**config.mk**
```make
export PLATFORM = sky130hd
export DESIGN_NAME = multicycle_control
export DESIGN_NICKNAME = d
export VERILOG_FILES = /design/src/rtl/multicycle_control.sv
export SDC_FILE = /design/constraint.sdc
export NUM_CORES = 1
export LEC_CHECK = 0
export CAP_MARGIN = 5
export CORE_ASPECT_RATIO = 0.7
export CORE_MARGIN = 2
export CORE_UTILIZATION = 29
export DETAILED_ROUTE_END_ITERATION = 10
export GPL_TIMING_DRIVEN = 0
export PLACE_DENSITY = 0.91
export SYNTH_ARGS = -nofsm -noshare
export SYNTH_HDL_FRONTEND = slang
export SYNTH_SLANG_ARGS = --single-unit
export TNS_END_PERCENT = 50
```
**constraint.sdc**
```tcl
create_clock -name i_clk -period 2.2 [get_ports i_clk]
set_input_delay 0.44 -clock i_clk [delete_from_list [all_inputs] [get_ports i_clk]]
set_output_delay 0.44 -clock i_clk [all_outputs]
set_load 0.02 [all_outputs]
```
**src/rtl/multicycle_control.sv**
```systemverilog
// rtl/multicycle_control.sv - multi-cycle FETCH/DECODE/EXEC/MEM/WB control FSM for the mini-cpu datapath
//
// Purpose: sequences each instruction through FETCH, DECODE, EXEC, MEM and WB
// against a single shared instruction/data memory with a ready handshake.
// Illegal encodings park the FSM in TRAP (sticky until i_rst).
//
// Optional feature macro: MULTICYCLE_CTRL_INSTRET_EN adds o_instret, a 64-bit
// retired-instruction counter.
//
// Ports:
//   i_clk          clock
//   i_rst          synchronous active-high reset
//   i_instr        instruction register contents (stable from DECODE to next FETCH)
//   i_mem_ready    memory completes the current request this cycle
//   i_alu_zero     ALU result == 0
//   o_mem_req      memory request valid
//   o_mem_write    request is a store
//   o_mem_size     access size (instr[13:12]) during MEM
//   o_i_or_d       address select: 0 = PC, 1 = ALU-out register
//   o_ir_write     load instruction register
//   o_pc_write     update PC
//   o_pc_src       0 = ALU result, 1 = ALU-out register
//   o_reg_write    register file write enable
//   o_mem_to_reg   write-back select: 0 = ALU-out, 1 = memory data
//   o_alu_src_a    00 = PC, 01 = rs1, 10 = old PC
//   o_alu_src_b    00 = rs2, 01 = constant 4, 10 = immediate
//   o_alu_ctrl     ALU operation
//   o_illegal      sticky trap flag
//   o_instret      retired-instruction count (only with MULTICYCLE_CTRL_INSTRET_EN)

module multicycle_control #(
  parameter int XLEN = 32
) (
  input  logic        i_clk,
  input  logic        i_rst,
  input  logic [31:0] i_instr,
  input  logic        i_mem_ready,
  input  logic        i_alu_zero,
  output logic        o_mem_req,
  output logic        o_mem_write,
  output logic [1:0]  o_mem_size,
  output logic        o_i_or_d,
  output logic        o_ir_write,
  output logic        o_pc_write,
  output logic        o_pc_src,
  output logic        o_reg_write,
  output logic        o_mem_to_reg,
  output logic [1:0]  o_alu_src_a,
  output logic [1:0]  o_alu_src_b,
  output logic [3:0]  o_alu_ctrl,
  output logic        o_illegal
`ifdef MULTICYCLE_CTRL_INSTRET_EN
  ,
  output logic [63:0] o_instret
`endif
);

  localparam logic [3:0] ALU_AND = 4'b0000;
  localparam logic [3:0] ALU_OR  = 4'b0001;
  localparam logic [3:0] ALU_ADD = 4'b0010;
  localparam logic [3:0] ALU_XOR = 4'b0011;
  localparam logic [3:0] ALU_SUB = 4'b0110;
  localparam logic [3:0] ALU_SLT = 4'b0111;

  typedef enum logic [2:0] {
    S_FETCH  = 3'd0,
    S_DECODE = 3'd1,
    S_EXEC   = 3'd2,
    S_MEM    = 3'd3,
    S_WB     = 3'd4,
    S_TRAP   = 3'd5
  } state_t;

  state_t r_state;
  state_t w_next;

  logic [6:0] w_opcode;
  logic [2:0] w_f3;
  logic [6:0] w_f7;
  logic       w_is_r;
  logic       w_is_imm;
  logic       w_is_load;
  logic       w_is_store;
  logic       w_is_br;
  logic       w_f3_alu_ok;
  logic       w_ls_ok;
  logic       w_legal;
  logic       w_is_sub;
  logic [3:0] w_alu_op;
  logic       w_unused;

  assign w_opcode   = i_instr[6:0];
  assign w_f3       = i_instr[14:12];
  assign w_f7       = i_instr[31:25];
  assign w_is_r     = (w_opcode == 7'd51);
  assign w_is_imm   = (w_opcode == 7'd19);
  assign w_is_load  = (w_opcode == 7'd3);
  assign w_is_store = (w_opcode == 7'd35);
  assign w_is_br    = (w_opcode == 7'd99);

  // Register fields and immediates are consumed by the datapath, not here.
  assign w_unused = ^{i_instr[24:15], i_instr[11:7]};

  // funct3 values shared by R-type (funct7=0) and OP-IMM: add/slt/xor/or/and.
  // Shifts (f3=1,5) and sltu (f3=3) fall outside the legal set and trap.
  assign w_f3_alu_ok = (w_f3 == 3'd0) || (w_f3 == 3'd2) || (w_f3 == 3'd4) ||
                       (w_f3 == 3'd6) || (w_f3 == 3'd7);

  // Word access always; doubleword only on a 64-bit datapath.
  assign w_ls_ok = (w_f3 == 3'b010) || ((XLEN == 64) && (w_f3 == 3'b011));

  assign w_legal = (w_is_r && (w_f7 == 7'd0) && w_f3_alu_ok) ||
                   (w_is_r && (w_f7 == 7'd32) && (w_f3 == 3'd0)) ||
                   (w_is_imm && w_f3_alu_ok) ||
                   ((w_is_load || w_is_store) && w_ls_ok) ||
                   (w_is_br && ((w_f3 == 3'd0) || (w_f3 == 3'd1)));

  // Only R-type honours funct7 for SUB; addi with imm[10]=1 stays an ADD.
  assign w_is_sub = w_is_r && (w_f7 == 7'd32);

  always_comb begin
    w_alu_op = ALU_ADD;
    case (w_f3)
      3'd0:    w_alu_op = w_is_sub ? ALU_SUB : ALU_ADD;
      3'd2:    w_alu_op = ALU_SLT;
      3'd4:    w_alu_op = ALU_XOR;
      3'd6:    w_alu_op = ALU_OR;
      3'd7:    w_alu_op = ALU_AND;
      default: w_alu_op = ALU_ADD;
    endcase
  end

  always_ff @(posedge i_clk) begin
    if (i_rst) begin
      r_state <= S_FETCH;
    end else begin
      r_state <= w_next;
    end
  end

  always_comb begin
    w_next       = r_state;
    o_mem_req    = 1'b0;
    o_mem_write  = 1'b0;
    o_mem_size   = 2'b00;
    o_i_or_d     = 1'b0;
    o_ir_write   = 1'b0;
    o_pc_write   = 1'b0;
    o_pc_src     = 1'b0;
    o_reg_write  = 1'b0;
    o_mem_to_reg = 1'b0;
    o_alu_src_a  = 2'b00;
    o_alu_src_b  = 2'b00;
    o_alu_ctrl   = ALU_AND;
    o_illegal    = 1'b0;

    case (r_state)
      S_FETCH: begin
        o_mem_req   = 1'b1;
        o_alu_src_b = 2'b01;
        o_alu_ctrl  = ALU_ADD;
        if (i_mem_ready) begin
          o_ir_write = 1'b1;
          o_pc_write = 1'b1;
          w_next     = S_DECODE;
        end
      end

      S_DECODE: begin
        // Speculatively form the branch target from the old PC.
        o_alu_src_a = 2'b10;
        o_alu_src_b = 2'b10;
        o_alu_ctrl  = ALU_ADD;
        w_next      = w_legal ? S_EXEC : S_TRAP;
      end

      S_EXEC: begin
        o_alu_src_a = 2'b01;
        if (w_is_r) begin
          o_alu_src_b = 2'b00;
          o_alu_ctrl  = w_alu_op;
          w_next      = S_WB;
        end else if (w_is_imm) begin
          o_alu_src_b = 2'b10;
          o_alu_ctrl  = w_alu_op;
          w_next      = S_WB;
        end else if (w_is_load || w_is_store) begin
          o_alu_src_b = 2'b10;
          o_alu_ctrl  = ALU_ADD;
          w_next      = S_MEM;
        end else if (w_is_br) begin
          o_alu_src_b = 2'b00;
          o_alu_ctrl  = ALU_SUB;
          o_pc_src    = 1'b1;
          // f3[0] distinguishes bne from beq.
          o_pc_write  = w_f3[0] ? ~i_alu_zero : i_alu_zero;
          w_next      = S_FETCH;
        end else begin
          w_next = S_TRAP;
        end
      end

      S_MEM: begin
        o_mem_req   = 1'b1;
        o_i_or_d    = 1'b1;
        o_mem_write = w_is_store;
        o_mem_size  = i_instr[13:12];
        if (i_mem_ready) begin
          w_next = w_is_store ? S_FETCH : S_WB;
        end
      end

      S_WB: begin
        o_reg_write  = 1'b1;
        o_mem_to_reg = w_is_load;
        w_next       = S_FETCH;
      end

      S_TRAP: begin
        o_illegal = 1'b1;
      end

      default: begin
        w_next = S_FETCH;
      end
    endcase

    // Reset abandons any request in the same cycle, not at the next edge.
    if (i_rst) begin
      w_next       = S_FETCH;
      o_mem_req    = 1'b0;
      o_mem_write  = 1'b0;
      o_mem_size   = 2'b00;
      o_i_or_d     = 1'b0;
      o_ir_write   = 1'b0;
      o_pc_write   = 1'b0;
      o_pc_src     = 1'b0;
      o_reg_write  = 1'b0;
      o_mem_to_reg = 1'b0;
      o_alu_src_a  = 2'b00;
      o_alu_src_b  = 2'b00;
      o_alu_ctrl   = ALU_AND;
      o_illegal    = 1'b0;
    end
  end

`ifdef MULTICYCLE_CTRL_INSTRET_EN
  logic        w_retire;
  logic [63:0] r_instret;

  // Only WB, store-MEM and branch-EXEC ever step into FETCH, so this is
  // exactly one pulse per retired instruction and never fires from TRAP.
  assign w_retire = ~i_rst && (w_next == S_FETCH) &&
                    ((r_state == S_WB) || (r_state == S_MEM) || (r_state == S_EXEC));

  always_ff @(posedge i_clk) begin
    if (i_rst) begin
      r_instret <= 64'd0;
    end else if (w_retire) begin
      r_instret <= r_instret + 64'd1;
    end
  end

  assign o_instret = r_instret;
`endif

endmodule

```
==> results.yml <==
outcome:
  status: "complete, but fails checks"
  violations: "negative setup slack"
finish:
  largest_reg_flops: 3
  post-route-cell-area_um2: 1040
  area_growth_pct: 87.4
  insertedDiodeCount: 0
  instances_no_fill: 149
  largest_register: "r_state"
  nets: 164
  reg_top3: "r_state: 3 flops"
  drive_gt1_share_pct: 29.9
yosys:
  syn-cell-area_um2: 557
  synth_cell_type_count: 39
  ys_seq_elements: 3
  syn_inst: 83
  syn_area_per_cell_um2: 6.71
  yosys-top-cells-area: "dfxtp_1 (11%), and3_1 (6.7%), nand3_1 (5.4%)"
  synth_top_cell_area_share_pct: 10.8
  yosysTopAreaCell: "dfxtp_1"
  ys_warn_count: 0
  syn_nets: 119
  synth-seq-area-share_pct: 10.8
floorplanning:
  core_um2: 1840
  die_h_um: 40.7
  die_width_um: 56.4
  rows: 13
  initial_core_util_pct: 30.3
  ios: 55
  dieArea_um2: 2290
worst_setup_path:
  r2r_setup_slack_ns: 0.84
  critical_path_peak_fanout: 2
  cp.required_ns: 1.76
  critPathArrivalTime_ns: 1.83
  cp-end-kind: "primary output"
  criticalPathCategory: "in -> out"
  cp-start-kind: "input port"
place:
  portBuffers: 36
  place_congestion: 0.913
  pre_cts_ws_ns: -0.923
  dp_cells: 141
  dpl.hpwl_um: 1680
  placed_cell_area_um2: 945
drt:
  remaining_drc_errors: 0
  drt_pass1_iterations: 4
  drtAntennaViolNets: 0
  drt-total-wl_um: 2390
  viasPerCell: 5.68
  wl_per_cell_um: 16.0
  num_vias: 847
  first_iter_violations: 24
power:
  p_per_area_nw_per_um2: 384
  p_int_w: 0.000225
  ir_drop_v: 0.000184
  seqPwrFrac_pct: 19.5
  switching_share_pct: 43.7
  p_comb_share_pct: 53.5
  power.share.clock_pct: 27.0
  leakage_nw: 0.544
  power.switching_w: 0.000175
timing:
  rsz0062_at_grt: "yes"
  tns_ns: -0.0661
  final-setup-viol-count: 1
  timing_hold_violations_final: 0
  max_freq_mhz: 441
  fin_crit_ns: 2.27
  hold_ws_ns: 0.635
  setup_ws_ns: -0.0661
  fin_worst_skew_ns: 0.00238
  timing.final.crit_share_pct: 103
  finalMaxSlewViolations: 0
clock_network:
  root_buffer: "clkbuf_4"
  clk_pin_slew_ns: 0.04
  tritoncts: "yes"
  cts_made_buffers: 3
  clock_sink_count: 3
  cts_max_level: 1
  worstSkewPairLatency_ns: 0.25
  max-clock-path-buffers: 2
global_route:
  grt_max_degree: 11
  grt_first_pass_wirelength_um: 3850
  grt_overflow_total: 0
  antenna_found_initial: 0
  grt_usage_pct: 22.0
  grt_pass1_vias: 855
min_path:
  hp-class: "reg -> reg"
run:
  maxCapViolations: 0
## logic make-up (layout without fill, tap and decap cells)
family                     Yosys count  count (layout)  share of synthesized area [%]
DFF                                  3               3                           10.8
other                                1               1                          0.674
xor gates and xnor gates             1               1                           1.57
buffers and inverters               10              54                           8.76
and+or+nand+nor                     46              46                           48.8
muxes                                1               1                           1.80
AOI/OAI and AO/OA                   20              20                           25.8
adders and majority gates            1               1                           1.80
## power groups by stage
stage	Sequential [W]	Combinational [W]	Clock, W
after floorplan	0.0000710	0.000115	0
after global placement	0.0000729	0.000212	0
after detailed placement	0.0000741	0.000218	0
after CTS	0.0000756	0.000209	0.000107
after global routing	0.0000785	0.000229	0.000114
final	0.0000779	0.000214	0.000108
## worst max-delay path, cell delays in order
cell	delay, ns
buf_6	0.09
or4_4	0.56
nor3_4	0.16
a31oi_2	0.12
o22ai_2	0.15
and3_4	0.20
buf_6	0.11
## synth_stat cells
cell type	n
or2_2	1
nand4bb_1	1
conb_1	1
xor2_1	1
or4_4	1
nand2b_4	1
o22ai_1	3
mux2i_1	1
o31ai_1	1
and2_1	3
nor2b_1	2
a21boi_0	1
a211oi_2	1
or3_1	3
o211ai_1	2
a21o_1	2
a21oi_1	3
nor4_1	1
or4_1	1
o21a_1	1
inv_1	6
buf_6	1
buf_4	1
dfxtp_1	3
nor2_1	6
a31oi_1	2
clkbuf_1	2
and3_1	6
a32oi_1	1
and4bb_1	1
or2_1	1
nand2b_1	2
nor3_1	5
o32a_1	1
maj3_1	1
nand3_1	6
nand2_1	5
o21ai_0	1
a2111oi_0	1
## through the flow
step	utilization (%)	total power, W
4_1_cts	55.0	0.000392
3_5_place_dp	51.4	0.000292
3_3_place_gp	51.4	0.000285
6_report	56.8	0.000401
2_1_floorplan	-	0.000186
5_1_grt	56.8	0.000422
## layout make-up
type | count | area [µm²]
timing repair buffer | 40 | 348
clock buffer | 4 | 26.3
inverter | 6 | 22.5
sequential | 3 | 61.3
tap | 22 | 27.5
multi-input combinational | 70 | 531
fill | 174 | 795
buffer | 4 | 27.5
## final timing paths
path / from / end / cells after the start
max reg2reg: r_state[0] / r_state[2] / 4
min reg2reg: r_state[1] / r_state[1] / 3
max: i_instr[27] / o_alu_ctrl[2] / 7
min: r_state[1] / r_state[1] / 3
## repair_timing
action,CTS,global route
resized for setup,65,15
hold buffers,0,0
pin swaps,9,6
setup endpoints to repair,18,11
setup buffers,3,1
## cells in the final DEF (no fill, tap or decap), types with 4 or more instances in the layout
master	n
dlygate4sd2_1	16
inv_1	6
buf_4	6
nand2_1	4
and3_1	5
nand3_1	6
clkdlybuf4s50_1	5
buf_2	4
## routing by layer
layer	track usage (%)	share of wire [%]
met5	0	0
met4	13.1	3.3
met2	43.2	49
met1	22.8	40
met3	5.68	8.3
(Power assumes the default switching activity.)
